`config.mk`:
```
export PLATFORM = sky130hd
export DESIGN_NAME = fish_round_sequencer
export DESIGN_NICKNAME = d
export VERILOG_FILES = /design/src/rtl/fish_pkg.sv /design/src/rtl/fish_round_sequencer_sec_countdown.sv /design/src/rtl/fish_round_sequencer.sv
export SDC_FILE = /design/constraint.sdc
export NUM_CORES = 1
export LEC_CHECK = 0
export ABC_AREA = 1
export ABC_CLOCK_PERIOD_IN_PS = 6400
export BUFFER_PORTS_ARGS = -buffer_cell sky130_fd_sc_hd__buf_4
export CORE_UTILIZATION = 50
export CTS_BUF_LIST = sky130_fd_sc_hd__clkbuf_4 sky130_fd_sc_hd__clkbuf_8
export DETAILED_ROUTE_END_ITERATION = 12
export PLACE_DENSITY_LB_ADDON = 0.2
export SYNTH_ARGS = -nofsm -noshare
export SYNTH_HDL_FRONTEND = slang
export SYNTH_HIERARCHICAL = 1
export SYNTH_SLANG_ARGS = --single-unit
```
`constraint.sdc`:
```
create_clock -name clk -period 6.4 [get_ports clk]
set_input_delay 1.28 -clock clk [delete_from_list [all_inputs] [get_ports clk]]
set_output_delay 1.28 -clock clk [all_outputs]
set_load 0.1 [all_outputs]
```
`src/rtl/fish_pkg.sv`:
```
// Shared types and constants for the fishing game sequencer.
package fish_pkg;

    typedef enum logic [2:0] {
        IDLE = 3'd0,
        FISH = 3'd1,
        REEL = 3'd2,
        WIN  = 3'd3,
        LOSE = 3'd4
    } phase_t;

    localparam int REEL_MAX        = 16383;
    localparam int SCORE_MAX       = 65535;
    localparam int SCORE_PER_LEVEL = 100;
    localparam int NUM_LEVELS_DEF  = 4;

endpackage

```
`src/rtl/fish_round_sequencer_sec_countdown.sv`:
```
// Per-level seconds countdown driven by the frame-rate enable.
module sec_countdown
    import fish_pkg::*;
#(
    parameter int TICKS_PER_SEC = 60,
    parameter int LEVEL_TIME    = 30
) (
    input  logic       clk,
    input  logic       rst,
    input  logic       load,
    input  logic       run,
    input  logic       frame_tick,
    output logic [7:0] time_left,
    output logic       expire
);

    localparam int PW = (TICKS_PER_SEC > 1) ? $clog2(TICKS_PER_SEC) : 1;
    localparam logic [PW-1:0] PS_LAST = PW'(TICKS_PER_SEC - 1);

    logic [PW-1:0] prescaler;
    logic          wrap;

    assign wrap   = run && frame_tick && (prescaler == PS_LAST);
    // Combinational so the caller changes state on the same edge time_left hits 0
    assign expire = wrap && (time_left == 8'd1);

    always_ff @(posedge clk or posedge rst) begin
        if (rst) begin
            prescaler <= '0;
            time_left <= '0;
        end else if (load) begin
            prescaler <= '0;
            time_left <= 8'(LEVEL_TIME);
        end else if (run && frame_tick) begin
            if (wrap) begin
                prescaler <= '0;
                if (time_left != 8'd0)
                    time_left <= time_left - 8'd1;
            end else begin
                prescaler <= prescaler + PW'(1);
            end
        end
    end

endmodule

```
`src/rtl/fish_round_sequencer.sv`:
```
// Game-level sequencer: level, score, reel credits and level timer.
module fish_round_sequencer
    import fish_pkg::*;
#(
    parameter int TICKS_PER_SEC = 60,
    parameter int LEVEL_TIME    = 30,
    parameter int REEL_STEP     = 40,
    parameter int NUM_LEVELS    = NUM_LEVELS_DEF
) (
    input  logic        clk,
    input  logic        rst,
    input  logic        frame_tick,
    input  logic        start,
    input  logic        reel_btn,
    input  logic        hooked,
    input  logic        landed,
    output logic [13:0] reel,
    output logic [2:0]  level,
    output logic [7:0]  time_left,
    output logic [15:0] score,
    output logic [2:0]  phase,
    output logic        game_over,
    output logic        win
);

    phase_t      state, state_n;
    logic [2:0]  level_n;
    logic [15:0] score_n;
    logic [13:0] reel_n;
    logic        start_q, reel_q;
    logic        start_edge, reel_edge;
    logic        load, run, expire;
    logic [15:0] reel_sum;
    logic [13:0] reel_upd;
    logic [9:0]  lvl_pts;
    logic [16:0] score_sum;
    logic [15:0] score_upd;

    assign start_edge = start && !start_q;
    assign reel_edge  = reel_btn && !reel_q;

    // A landing freezes the timer so the credited time is not decremented
    assign run = ((state == FISH) || (state == REEL))
               && !((state == REEL) && landed);

    sec_countdown #(
        .TICKS_PER_SEC(TICKS_PER_SEC),
        .LEVEL_TIME   (LEVEL_TIME)
    ) u_timer (
        .clk       (clk),
        .rst       (rst),
        .load      (load),
        .run       (run),
        .frame_tick(frame_tick),
        .time_left (time_left),
        .expire    (expire)
    );

    always_comb begin
        reel_sum = {2'b00, reel}
                 + (reel_edge ? 16'(REEL_STEP) : 16'd0)
                 - ((frame_tick && reel != 14'd0) ? 16'd1 : 16'd0);
        reel_upd = (reel_sum > 16'(REEL_MAX)) ? 14'(REEL_MAX)
                                              : reel_sum[13:0];
        lvl_pts   = 10'(level) * 10'(SCORE_PER_LEVEL);
        score_sum = {1'b0, score} + 17'(lvl_pts) + 17'(time_left);
        score_upd = (score_sum > 17'(SCORE_MAX)) ? 16'(SCORE_MAX)
                                                 : score_sum[15:0];
    end

    always_comb begin
        state_n = state;
        level_n = level;
        score_n = score;
        reel_n  = reel;
        load    = 1'b0;
        if (start_edge) begin
            state_n = FISH;
            level_n = 3'd1;
            score_n = '0;
            reel_n  = '0;
            load    = 1'b1;
        end else begin
            case (state)
                FISH: begin
                    reel_n = '0;
                    if (expire)
                        state_n = LOSE;
                    else if (hooked)
                        state_n = REEL;
                end
                REEL: begin
                    if (landed) begin
                        reel_n  = '0;
                        score_n = score_upd;
                        if (level == 3'(NUM_LEVELS)) begin
                            state_n = WIN;
                        end else begin
                            state_n = FISH;
                            level_n = level + 3'd1;
                            load    = 1'b1;
                        end
                    end else if (expire) begin
                        state_n = LOSE;
                        reel_n  = '0;
                    end else begin
                        reel_n = reel_upd;
                    end
                end
                default: ;
            endcase
        end
    end

    always_ff @(posedge clk or posedge rst) begin
        if (rst) begin
            state   <= IDLE;
            level   <= '0;
            score   <= '0;
            reel    <= '0;
            start_q <= 1'b0;
            reel_q  <= 1'b0;
        end else begin
            state   <= state_n;
            level   <= level_n;
            score   <= score_n;
            reel    <= reel_n;
            start_q <= start;
            reel_q  <= reel_btn;
        end
    end

    assign phase     = state;
    assign game_over = (state == WIN) || (state == LOSE);
    assign win       = (state == WIN);

endmodule

```
# After elaboration in Yosys (flattened, before gate mapping)
# Index checks and enable logic that the tools add are counted.
[totals]
word_cells = 86
inputBits = 7
ff_bits = 52
out_inout_bits = 46
[op_classes]
reduce_logical = 25
n_addsub = 7
n_lt_le_gt_ge = 2
eq_ne = 10
n_mul = 1
mux = 33
[op_table]
columns = ["cell", "n"]
rows = [
  ["$mux 16", 4],
  ["$mux 14", 4],
  ["$mux 8", 4],
  ["$pmux 14 s2", 1],
  ["$mux 3", 9],
  ["$mux 6", 4],
  ["$add 16x10->17", 1],
  ["$add 17x8->17", 1],
  ["$gt 17x16->1 const B", 1],
  ["$gt 16x14->1 const B", 1],
  ["$sub 15x1->16", 1],
  ["$add 14x6->15", 1],
  ["$reduce_bool 14->1", 1],
  ["$reduce_bool 2->1", 5],
  ["$reduce_and 3->1", 3],
  ["$eq 8x1->1 const B", 1],
  ["$logic_and 1x1->1", 8],
  ["$mul 3x5->8 const B", 1],
  ["$ne 4x4->1 const B", 2],
  ["$reduce_bool 8->1", 1],
  ["$sub 8x1->8 const B", 1],
  ["$add 6x1->6 const B", 1],
  ["$eq 3x2->1 const B", 2],
  ["$eq 3x3->1 const B", 2],
  ["other kinds (11)", 18],
]

# Depth between registers and ports, before layout
# Gate-level depths: netlist of run 1.
[depth]
ltp_word = 11
ltp_mapped = 19
ltp_nobuf = 19

# Cells and area by module
# The synthesis of run 1 kept the hierarchy.
[by_module_without_submodules]
columns = ["mod", "seq_area_each_um2", "n_inst", "cells_each", "area_each_um2"]
rows = [
  ["fish_round_sequencer", 950.9, 1, 531, 3709.8],
  ["sec_countdown", 350.3, 1, 117, 973.4],
]

# Least setup slack after synthesis of run 1
# No wires, ideal clock.
[synth_path]
kind = "register -> output"
startpoint = "reg state[1] (netlist: phase[1])"
endpoint = "out game_over"
path_slack_ns = 1.757
required_time_ns = 5.120
path_stages_with_launch = 3
arrival_ns = 3.363
n_path_buf = 0
path_cell_list = "dfrtp_1 inv_1 o21ai_0"
[synth_via]
elab_chain_cells = 2
word_cells_on_any_way = 3
classes_between = "eq/ne (2); reduce/logical (1)"
[synth_rtl]
columns = ["element", "line_no", "rtl"]
rows = [
  ["start, declared", "fish_round_sequencer.sv:26", "phase_t state, state_n;"],
  ["start signal, assigned", "fish_round_sequencer.sv:124", "state <= state_n;"],
  ["$eq 3x2->1 / $eq 3x3->1 (equally long branches)", "fish_round_sequencer.sv:134", "assign game_over = (state == WIN) || (state == LOSE);"],
  ["$logic_or 1x1->1 (*)", "fish_round_sequencer.sv:134", ""],
  ["end, declared", "fish_round_sequencer.sv:22", "output logic game_over,"],
]
# Every way passes the cells marked *; elsewhere a longest branch is shown, timed or not.

# Final worst setup path of run 1
[layout_path]
startpoint = "reg level[2]"
endpoint = "reg score[11]"
[layout_via]
elab_chain_cells = 8
[layout_rtl]
columns = ["element", "line_no", "rtl"]
rows = [
  ["start, declared", "fish_round_sequencer.sv:18", "output logic [2:0] level,"],
  ["start signal, assigned", "fish_round_sequencer.sv:125", "level <= level_n;"],
  ["$mul 3x5->8 (*)", "fish_round_sequencer.sv:65", "lvl_pts = 10'(level) * 10'(SCORE_PER_LEVEL);"],
  ["$add 16x10->17 (*)", "fish_round_sequencer.sv:66", "score_sum = {1'b0, score} + 17'(lvl_pts) + 17'(time_left);"],
  ["$add 17x8->17 (*)", "fish_round_sequencer.sv:66", ""],
  ["$gt 17x16->1", "fish_round_sequencer.sv:67", "score_upd = (score_sum > 17'(SCORE_MAX)) ? 16'(SCORE_MAX)"],
  ["$mux 16 (*)", "fish_round_sequencer.sv:67", ""],
  ["$mux 16 (*)", "fish_round_sequencer.sv:93", "if (landed) begin"],
  ["$mux 16 (*)", "fish_round_sequencer.sv:84", "case (state)"],
  ["$mux 16 (*)", "fish_round_sequencer.sv:77", "if (start_edge) begin"],
  ["end signal, assigned", "fish_round_sequencer.sv:126", "score <= score_n;"],
  ["end, declared", "fish_round_sequencer.sv:20", "output logic [15:0] score,"],
]
# Every way passes the cells marked *; elsewhere a longest branch is shown, timed or not. The select of a mux whose other input is x is not followed.
# A chain may end at the register's enable or synchronous reset.

==> summary.txt, run 1 <==
Placed design
  – Buffers on Ports: 52
  – Placement Cell Area: 5120 um2
  – DPL Wire Length: 8060 um
  – Gpl congestion: 0.956

Critical path
  – Worst reg2reg path depth: 13
  – Critical path class: reg2reg
  – Crit. End Element: flop
  – Max incr delay on CP: 0.57 ns
  – Critical Path AT: 3.68 ns
  – Worst path cell trace: ha_1, inv_1, ha_1, fa_1, ha_1, a21oi_2, inv_1, nor2_1, nand2_2, a21oi_2, nand3_1, nand2_1, o21ai_0
  – CP Launch Type: flop
  – Critical Path Fanout Max: 15
  – Most numerous cell on the critical path: ha_1
  – Required @ worst endpoint: 6.59 ns
  – Critical path's slowest cell: a21oi_2

Routing
  – DR vias: 4121
  – WL final: 10400 um
  – Antenna viol nets, final: 0
  – DRT Pass-1 Iters: 4
  – Avg WL per Cell: 12.9 um
  – DRC violations left: 0
  – Via/cell ratio: 5.10
  – 1st-iter DRT viols: 170

Clock tree
  – Post-CTS Hold Buffers: 0
  – Clock sink count: 52
  – Maximum level of the CTS H-tree: 2
  – Clock-pin slew on the worst setup and hold paths: 0.11 ns
  – CTS tree: yes
  – CTS Buf Count: 5
  – Clk buf depth: 2
  – Clock root buffer: clkbuf_8
  – Post-CTS Setup Repair Bufs: 0
  – Clk_lat worst skew: 0.31 ns
  – CTS-repair resized insts: 0

Cells and area
  – Post-route cell area: 5240 um2
  – Share of layout cells above drive strength 1: 18.1%
  – Layout net count: 758
  – Final-layout fill cell count: 835
  – Ant diodes: 0
  – P&R area growth vs syn: 11.9%

Floorplanning
  – Die Width: 98.8 um
  – Die Y: 98.8 um
  – Initial Utilization: 52.7%
  – Die ar.: 9760 um2
  – Core Rows: 34
  – I/O pin total: 53
  – Core area: 8890 um2

Timing
  – Clock skew: 0.0158 ns
  – Worst-margin pin slew: 0.911 ns
  – Count of final setup violators: 0
  – Slew HR: 38.9%
  – Achievable frequency: 286 MHz
  – Max Slew Vio Count: 0
  – Final hold violation count: 0
  – Min Tclk post-route: 3.49 ns
  – RSZ-0062 raised after global routing: false
  – TNS Setup: 0 ns
  – Final period utilization: 54.6%

Synthesis
  – Sequential area share after synthesis: 27.8%
  – Post-synthesis xor/xnor area fraction: 3.18%
  – Largest family of logic cells by synthesized area: simple AND/OR/NAND/NOR gates
  – Post-synthesis mux area share: 0%
  – Number of synthesized flops with an enable pin: 0
  – Adder-Cell Fraction of Synth Area: 15.2%
  – Syn Nets: 707
  – Synth area leaders: dfrtp_1 28%, nand2_1 16%, ha_1 12%, inv_1 7.8%, nand3_1 5.1%
  – Count leader, synth: nand2_1
  – Post-synthesis simple-gate area fraction: 35.7%
  – Post-synth cell types: 45
  – Commonest cells post-synth: 197 x nand2_1, 97 x inv_1, 52 x dfrtp_1
  – Async set or reset register ratio after synthesis: 100%
  – Number of synthesized register bits: 52
  – Area leader, netlist: dfrtp_1
  – Post-synth top area share: 27.8%
  – Gate count of the mapped netlist: 648
  – Top FF cell, synth: dfrtp_1
  – Syn Std Cell Area: 4680 um2
  – Yosys warns: 6
  – Compound-Gate Fraction of Synth Area: 7.59%
  – Post-synthesis average cell area: 7.23 um2

Worst hold path
  – Tightest Hold Check Type: reg2reg
  – Hold Path Depth: 1

Global route
  – GR Util met2: 40.7%
  – Initial antenna violation count: 0
  – Largest net degree at the start of global routing: 39
  – First-pass GRT wire length: 18000 um
  – Layer with the highest usage: met2
  – Grt total ovfl: 0
  – Vias in the first global route: 3920
  – GRT Util Overall: 22.7%
  – M3 GR Usage: 2.62%
  – GR Util met1: 29.2%

Outcome
  – Outcome: completed

Run
  – Max Cap Viol: 0
[registers in the layout, summed over array words and instances, names as in the netlist]
name / cells
level: 3
phase: 3
reel: 14
reel_q: 1
score: 16
start_q: 1
u_timer/prescaler: 6
u_timer/time_left: 8
[cell usage in the layout (no fill, tap or decap), types with 14 or more instances in the layout]
cell,count
a21oi_1,18
buf_4,53
dfrtp_1,52
ha_1,44
inv_1,97
nand2_1,197
nand2_2,14
nand3_1,48
nand3_2,14
nor2_1,41
o21ai_0,15
[area by class of cell]
type	instances	area (um2)	share of cell area, %
tap	108	135	2.58
clock buffer	6	76.3	1.46
inverter	108	405	7.74
multi-input combinational	479	2890	55.1
clock inverter	2	38.8	0.740
sequential	52	1300	24.8
timing repair buffer	53	398	7.59
[critical path: cells and delay by family (launching register included)]
| family | cells | cell delay, ns |
|---|---|---|
| adder cells (fa/ha/maj) | 4 | 1.44 |
| AO/OA/AOI/OAI | 3 | 0.83 |
| flip-flops | 1 | 0.54 |
| AND/OR/NAND/NOR | 4 | 0.48 |
| buffers and inverters | 2 | 0.09 |
[path summary, 6_finish.rpt]
check / end / slack, ns / start
worst min-delay path: u_timer/prescaler[0] / 0.52 / u_timer/prescaler[0]
max in group asynchronous: score[14] / 4.95 / rst
worst max-delay path: score[11] / 2.91 / level[2]
worst max register to register: score[11] / 2.91 / level[2]
min in group asynchronous: u_timer/time_left[7] / 1.03 / rst
worst min register to register: u_timer/prescaler[0] / 0.52 / u_timer/prescaler[0]
[metal layers]
layer	up-vias	wire length (um)	part of all wire (%)
li1	2141	-	-
met1	1898	4830	46
met2	75	5210	50
met3	7	300	2.9
met4	0	101	0.97
met5	-	0	0
[kinds of logic after synthesis]
group	after synthesis
AO/OA/AOI/OAI	58
AND/OR/NAND/NOR	352
buffers and inverters	117
flip-flops	52
XOR/XNOR	17
adder cells (fa/ha/maj)	52
[per-stage QoR]
| stage | setup slack (ns) | hold slack, ns | std cells | util (%) |
|---|---|---|---|---|
| global placement | 2.86 | 0.495 | 800 | 57.6 |
| detailed placement | 2.78 | 0.503 | 800 | 57.6 |
| floorplan | 1.76 | 0.472 | 648 | - |
| global route | 2.62 | 0.559 | 808 | 58.9 |
| finish | 2.91 | 0.521 | 808 | 58.9 |
| CTS | 2.89 | 0.526 | 808 | 58.9 |
Power of run 1 is left out: the tool's default activity adds up to more than one toggle a clock period on the data nets, which glitch-free logic cannot reach.
==> run 2, diff against run 1 <==
--- a/config.mk
+++ b/config.mk
@@ -6,7 +6,7 @@
 export NUM_CORES = 1
 export LEC_CHECK = 0
 export ABC_AREA = 1
-export ABC_CLOCK_PERIOD_IN_PS = 6400
+export ABC_CLOCK_PERIOD_IN_PS = 3500
 export BUFFER_PORTS_ARGS = -buffer_cell sky130_fd_sc_hd__buf_4
 export CORE_UTILIZATION = 50
 export CTS_BUF_LIST = sky130_fd_sc_hd__clkbuf_4 sky130_fd_sc_hd__clkbuf_8
==> constraint.sdc (replaced) <==
create_clock -name clk -period 3.5 [get_ports clk]
set_input_delay 0.7 -clock clk [delete_from_list [all_inputs] [get_ports clk]]
set_output_delay 0.7 -clock clk [all_outputs]
set_load 0.1 [all_outputs]
==> summary.txt, run 2 (same netlist as run 1, synthesis figures left out) <==
Outcome
  – Outcome: completed (unchanged)

Routing
  – 1st-iter DRT viols: 140 (was 170)
  – DRT Pass-1 Iters: 5 (was 4)
  – Via/cell ratio: 5.10 (about the same)
  – Antenna viol nets, final: 0 (unchanged)
  – DR vias: 4148 (was 4121)
  – WL final: 10400 um (about the same)
  – Avg WL per Cell: 12.8 um (was 12.9 um)
  – DRC violations left: 0 (unchanged)

Global route
  – Grt total ovfl: 0 (unchanged)
  – Initial antenna violation count: 0 (unchanged)
  – Vias in the first global route: 3921 (was 3920)
  – GRT Util Overall: 22.6% (was 22.7%)
  – Largest net degree at the start of global routing: 28 (was 39)
  – First-pass GRT wire length: 18000 um (about the same)

Placed design
  – Pre-CTS WS: 0.218 ns (was 2.78 ns)
  – Buffers on Ports: 52 (unchanged)
  – DPL Wire Length: 8290 um (was 8060 um)
  – Gpl congestion: 0.939 (was 0.956)

Clock tree
  – Post-CTS Hold Buffers: 0 (unchanged)
  – CTS tree: yes (unchanged)
  – Clock sink count: 52 (unchanged)
  – Clk_lat worst skew: 0.31 ns (about the same)
  – CTS Buf Count: 5 (unchanged)
  – Post-CTS Setup Repair Bufs: 0 (unchanged)
  – Clock-pin slew on the worst setup and hold paths: 0.11 ns (about the same)
  – CTS-repair resized insts: 0 (unchanged)
  – Clock root buffer: clkbuf_8 (unchanged)
  – Maximum level of the CTS H-tree: 2 (unchanged)
  – Clk buf depth: 2 (unchanged)

Cells and area
  – Layout net count: 763 (was 758)
  – Commonest non-fill, non-tap cells in the layout: 197 x nand2_1, 97 x inv_1, 58 x buf_4, 50 x dfrtp_1, 48 x nand3_1 (was 197 x nand2_1, 97 x inv_1, 53 x buf_4, 52 x dfrtp_1, 48 x nand3_1)
  – P&R area growth vs syn: 12.7% (was 11.9%)
  – Biggest register: score (unchanged)
  – Commonest non-fill, non-tap cell in the layout: nand2_1 (unchanged)
  – Regs by FF count: score: 16 flops, reel: 14 flops, u_timer/time_left: 8 flops (unchanged)
  – Ant diodes: 0 (unchanged)
  – Largest register FFs: 16 (unchanged)
  – Share of layout cells above drive strength 1: 19.0% (was 18.1%)

Critical path
  – Worst reg2reg path depth: 15 (was 13)
  – CP Launch Type: flop (unchanged)
  – Crit. End Element: flop (unchanged)
  – Worst path cell trace: inv_1, ha_1, inv_1, ha_1, fa_1, ha_1, a21oi_2, inv_1, nor2_1, nand2_2, a21oi_4, buf_4, nand3_1, nand2_1, o21ai_0 (was ha_1, inv_1, ha_1, fa_1, ha_1, a21oi_2, inv_1, nor2_1, nand2_2, a21oi_2, nand3_1, nand2_1, o21ai_0)
  – Critical Path Fanout Max: 11 (was 15)
  – Critical path's slowest cell: dfrtp_2 (was a21oi_2)
  – Max incr delay on CP: 0.45 ns (was 0.57 ns)
  – Critical path class: reg2reg (unchanged)
  – Required @ worst endpoint: 3.69 ns (was 6.59 ns)
  – Critical Path AT: 3.41 ns (was 3.68 ns)

Timing
  – Achievable frequency: 310 MHz (was 286 MHz)
  – Post-route worst setup slack: 0.279 ns (was 2.91 ns)
  – RSZ-0062 raised after global routing: false (unchanged)
  – TNS Setup: 0 ns (unchanged)
  – Max Slew Vio Count: 0 (unchanged)
  – Worst-margin pin slew: 1.07 ns (was 0.911 ns)
  – Clock skew: 0.0142 ns (was 0.0158 ns)
  – Final hold violation count: 0 (unchanged)
  – Slew HR: 28.9% (was 38.9%)
  – Min Tclk post-route: 3.22 ns (was 3.49 ns)
  – Count of final setup violators: 0 (unchanged)
  – Final period utilization: 92.0% (was 54.6%)

Floorplanning
  – Initial Utilization: 52.7% (unchanged)
  – Die ar.: 9760 um2 (unchanged)
  – Die Y: 98.8 um (unchanged)
  – I/O pin total: 53 (unchanged)
  – Core area: 8890 um2 (unchanged)
  – Core Rows: 34 (unchanged)
  – Die Width: 98.8 um (unchanged)

Worst hold path
  – Tightest Hold Check Type: in2async (was reg2reg)

Run
  – Max Cap Viol: 0 (unchanged)
[run 2: area by class of cell]
class                           instances  area [um2]
Fill cell                             831        3610
Multi-Input combinational cell        479        2900
Sequential cell                        52        1300
Timing Repair Buffer                   58         435
Inverter                              108         405
Tap cell                              108         135
Clock buffer                            5        68.8
Clock inverter                          3        27.5
[run 2: worst max-delay path, delay by kind of cell, from the launching register on]
kind / cells / cell delay, ns
AND/OR/NAND/NOR: 4 / 0.39
adder cells (fa/ha/maj): 4 / 1.38
flip-flops: 1 / 0.45
buffers and inverters: 4 / 0.42
AO/OA/AOI/OAI: 3 / 0.47
[run 2: path summary, 6_finish.rpt]
| kind | slack (ns) | end | start |
|---|---|---|---|
| worst max-delay path | 0.28 | score[11] | level[1] |
| worst min-delay path | 0.44 | u_timer/prescaler[0] | rst |
| worst max register to register | 0.28 | score[11] | level[1] |
| worst min register to register | 0.53 | reel[5] | reel[5] |
| max in group asynchronous | 2.08 | score[11] | rst |
| min in group clk | 0.50 | start_q | start |
[run 2: per-layer routing]
| metal | routed length, um | track usage, % | vias to the layer above |
|---|---|---|---|
| met5 | 0 | 0 | - |
| met4 | 70 | 5.17 | 0 |
| met3 | 466 | 2.27 | 4 |
| met2 | 4970 | 38.7 | 89 |
| met1 | 4890 | 31.1 | 1893 |
| li1 | - | - | 2162 |
[run 2: metrics by stage]
stage	hold slack [ns]	instance area (um2)	utilization [%]	std cells
after CTS	0.457	5260	59.2	813
after global routing	0.485	5280	59.4	813
final	0.439	5280	59.4	813
after floorplan	0.472	4690	-	648
after global placement	0.496	5160	58.1	805
after detailed placement	0.497	5160	58.1	805
Power of run 2 is left out for the same reason.
==> run 3, diff against run 2 <==
--- a/config.mk
+++ b/config.mk
@@ -5,7 +5,6 @@
 export SDC_FILE = /design/constraint.sdc
 export NUM_CORES = 1
 export LEC_CHECK = 0
-export ABC_AREA = 1
 export ABC_CLOCK_PERIOD_IN_PS = 3500
 export BUFFER_PORTS_ARGS = -buffer_cell sky130_fd_sc_hd__buf_4
 export CORE_UTILIZATION = 50
==> summary.txt, run 3 <==
Routing
  – DR vias: 3614 (was 4148)
  – DRC violations left: 0 (unchanged)
  – 1st-iter DRT viols: 263 (was 140)
  – DRT Pass-1 Iters: 5 (unchanged)
  – WL final: 10100 um (was 10400 um)
  – Antenna viol nets, final: 0 (unchanged)
  – Via/cell ratio: 5.86 (was 5.10)
  – Avg WL per Cell: 16.4 um (was 12.8 um)

Timing
  – Max Slew Vio Count: 0 (unchanged)
  – Count of final setup violators: 0 (unchanged)
  – Worst-margin pin slew: 1.08 ns (was 1.07 ns)
  – Clock skew: 0.00763 ns (was 0.0142 ns)
  – Min Tclk post-route: 3.30 ns (was 3.22 ns)
  – Min Hold Slack: 0.451 ns (was 0.439 ns)
  – TNS Setup: 0 ns (unchanged)
  – Final hold violation count: 0 (unchanged)
  – RSZ-0062 raised after global routing: false (unchanged)
  – Achievable frequency: 303 MHz (was 310 MHz)
  – Slew HR: 27.8% (was 28.9%)
  – Final period utilization: 94.3% (was 92.0%)

Critical path
  – CP Launch Type: flop (unchanged)
  – Required @ worst endpoint: 3.66 ns (was 3.69 ns)
  – R2R Path End: reel[2] (was score[11])
  – RR Startpoint: reel[6] (was level[1])
  – Flop2flop setup slack: 0.20 ns (was 0.28 ns)
  – Critical Path Fanout Max: 6 (was 11)
  – Crit. End Element: flop (unchanged)
  – Worst reg2reg path depth: 17 (was 15)
  – Critical Path AT: 3.46 ns (was 3.41 ns)
  – Critical path class: reg2reg (unchanged)

Cells and area
  – Share of layout cells above drive strength 1: 20.8% (was 19.0%)
  – Ant diodes: 0 (unchanged)
  – Commonest non-fill, non-tap cells in the layout: 64 x buf_4, 44 x ha_1, 43 x dfrtp_1, 40 x a21oi_1, 39 x inv_1 (was 197 x nand2_1, 97 x inv_1, 58 x buf_4, 50 x dfrtp_1, 48 x nand3_1)
  – Regs by FF count: score: 16 flops, reel: 14 flops, u_timer/time_left: 8 flops (unchanged)
  – Largest register FFs: 16 (unchanged)
  – Biggest register: score (unchanged)
  – Commonest non-fill, non-tap cell in the layout: buf_4 (was nand2_1)
  – Layout net count: 573 (was 763)
  – P&R area growth vs syn: 15.8% (was 12.7%)

Clock tree
  – Clk buf depth: 2 (unchanged)
  – Clk_lat worst skew: 0.30 ns (was 0.31 ns)
  – Post-CTS Hold Buffers: 0 (unchanged)
  – CTS tree: yes (unchanged)
  – Maximum level of the CTS H-tree: 2 (unchanged)
  – CTS Buf Count: 5 (unchanged)
  – Clock sink count: 52 (unchanged)
  – Clock root buffer: clkbuf_8 (unchanged)
  – Clock-pin slew on the worst setup and hold paths: 0.10 ns (was 0.11 ns)

Placed design
  – Buffers on Ports: 52 (unchanged)
  – DPL Wire Length: 7620 um (was 8290 um)
  – Gpl congestion: 0.891 (was 0.939)

Synthesis
  – Post-synth cell types: 67 (was 45)
  – Post-synth top area share: 31.7% (was 27.8%)
  – Syn Std Cell Area: 4110 um2 (was 4680 um2)
  – Number of synthesized flops with an enable pin: 0 (unchanged)
  – Number of synthesized register bits: 52 (unchanged)
  – Async set or reset register ratio after synthesis: 100% (unchanged)
  – Syn Nets: 514 (was 707)
  – Sequential area share after synthesis: 31.7% (was 27.8%)
  – Post-synthesis average cell area: 9.03 um2 (was 7.23 um2)
  – Area leader, netlist: dfrtp_1 (unchanged)
  – Top FF cell, synth: dfrtp_1 (unchanged)
  – Gate count of the mapped netlist: 455 (was 648)
  – Synth area leaders: dfrtp_1 32%, ha_1 13%, a21oi_1 5.1%, o21ai_0 4.3%, fa_1 3.9% (was dfrtp_1 28%, nand2_1 16%, ha_1 12%, inv_1 7.8%, nand3_1 5.1%)
  – Count leader, synth: dfrtp_1 (was nand2_1)
  – Commonest cells post-synth: 52 x dfrtp_1, 44 x ha_1, 42 x a21oi_1 (was 197 x nand2_1, 97 x inv_1, 52 x dfrtp_1)
  – Yosys warns: 6 (unchanged)

Floorplanning
  – Initial Utilization: 52.3% (was 52.7%)
  – Die ar.: 8580 um2 (was 9760 um2)
  – Die Y: 92.6 um (was 98.8 um)
  – Core area: 7850 um2 (was 8890 um2)
  – I/O pin total: 53 (unchanged)
  – Core Rows: 32 (was 34)
  – Die Width: 92.6 um (was 98.8 um)

Global route
  – Initial antenna violation count: 0 (unchanged)
  – First-pass GRT wire length: 16400 um (was 18000 um)
  – Layer with the highest usage: met2 (unchanged)
  – GRT Util Overall: 24.1% (was 22.6%)
  – M3 GR Usage: 3.12% (was 2.27%)
  – Largest net degree at the start of global routing: 27 (was 28)
  – GR Util met2: 40.4% (was 38.7%)
  – GR Util met1: 32.7% (was 31.1%)
  – Grt total ovfl: 0 (unchanged)
  – Vias in the first global route: 3356 (was 3921)

Run
  – Max Cap Viol: 0 (unchanged)

Worst hold path
  – Tightest Hold Check Type: in2async (unchanged)

Outcome
  – Outcome: completed (unchanged)
-- run 3: cell count changes in the layout (fill, tap and decap cells not counted), moves of 14 or more --
cell	before	now
inv_1	97	39
nand2_1	197	31
o21ai_0	14	35
nand3_2	14	0
nand3_1	48	10
nand2_2	14	0
a21oi_1	18	40
-- run 3: per-layer routing --
metal	up-vias	routed length (um)
met4	0	109
li1	1754	-
met1	1753	4590
met3	8	471
met2	99	4930
met5	-	0
-- run 3: critical path, cell delays in order, from the launching register on --
cell and delay (ns):
dfrtp_2 0.44, inv_1 0.08, ha_1 0.18, nand4_1 0.08
nor3_1 0.14, a41oi_1 0.14, ha_1 0.19, inv_1 0.05
ha_1 0.17, inv_1 0.06, fa_1 0.39, nand2b_4 0.17
a21oi_2 0.14, o211ai_1 0.15, a31o_2 0.32, a21oi_2 0.17
buf_4 0.18, o21ai_0 0.09
-- run 3: how the worst max path moves through the flow --
| stage | start | to | slack, ns | depth (start not counted) |
|---|---|---|---|---|
| after floorplan | phase[1] | game_over | 0.02 | 3 |
| after global placement | level[1] | score[4] | 0.11 | 12 |
| after detailed placement | level[1] | score[1] | 0.01 | 12 |
| after CTS | level[1] | score[1] | 0.14 | 12 |
| after global routing | reel[6] | reel[9] | 0.02 | 17 |
| final | reel[6] | reel[2] | 0.20 | 17 |
-- run 3: stage by stage --
stage	cell area (um2)	worst slack (ns)	utilization, %	cells
2_1_floorplan	4130	0.0220	-	455
3_3_place_gp	4640	0.112	59.1	608
3_5_place_dp	4640	0.0114	59.1	608
4_1_cts	4730	0.137	60.3	616
5_1_grt	4760	0.0225	60.6	617
6_report	4760	0.198	60.6	617
-- run 3: area by class of cell --
| class | count | area (um2) |
|---|---|---|
| clock buffer | 6 | 82.6 |
| tap | 102 | 128 |
| multi-input combinational | 350 | 2590 |
| sequential | 52 | 1310 |
| inverter | 41 | 154 |
| timing repair buffer | 64 | 480 |
| fill | 724 | 3090 |
| clock inverter | 2 | 10.0 |
-- run 3: cells by family (layout without fill, tap and decap cells) --
group | count (synthesis) | count (layout) | synth area share, %
AOI/OAI and AO/OA | 141 | 141 | 23.1
xor gates and xnor gates | 20 | 20 | 4.26
adders and majority gates | 52 | 52 | 17.3
buffers and inverters | 53 | 113 | 5.97
DFF | 52 | 52 | 31.7
muxes | 1 | 1 | 0.244
and+or+nand+nor | 136 | 136 | 17.4
-- run 3: timing repair --
action                     4_1_cts  5_1_grt
hold endpoints to repair         0        0
resized for setup                1        8
setup endpoints to repair        3       22
cloned                           0        1
pin swaps                        0        1
setup buffers                    0        0
Power of run 3 is left out for the same reason.
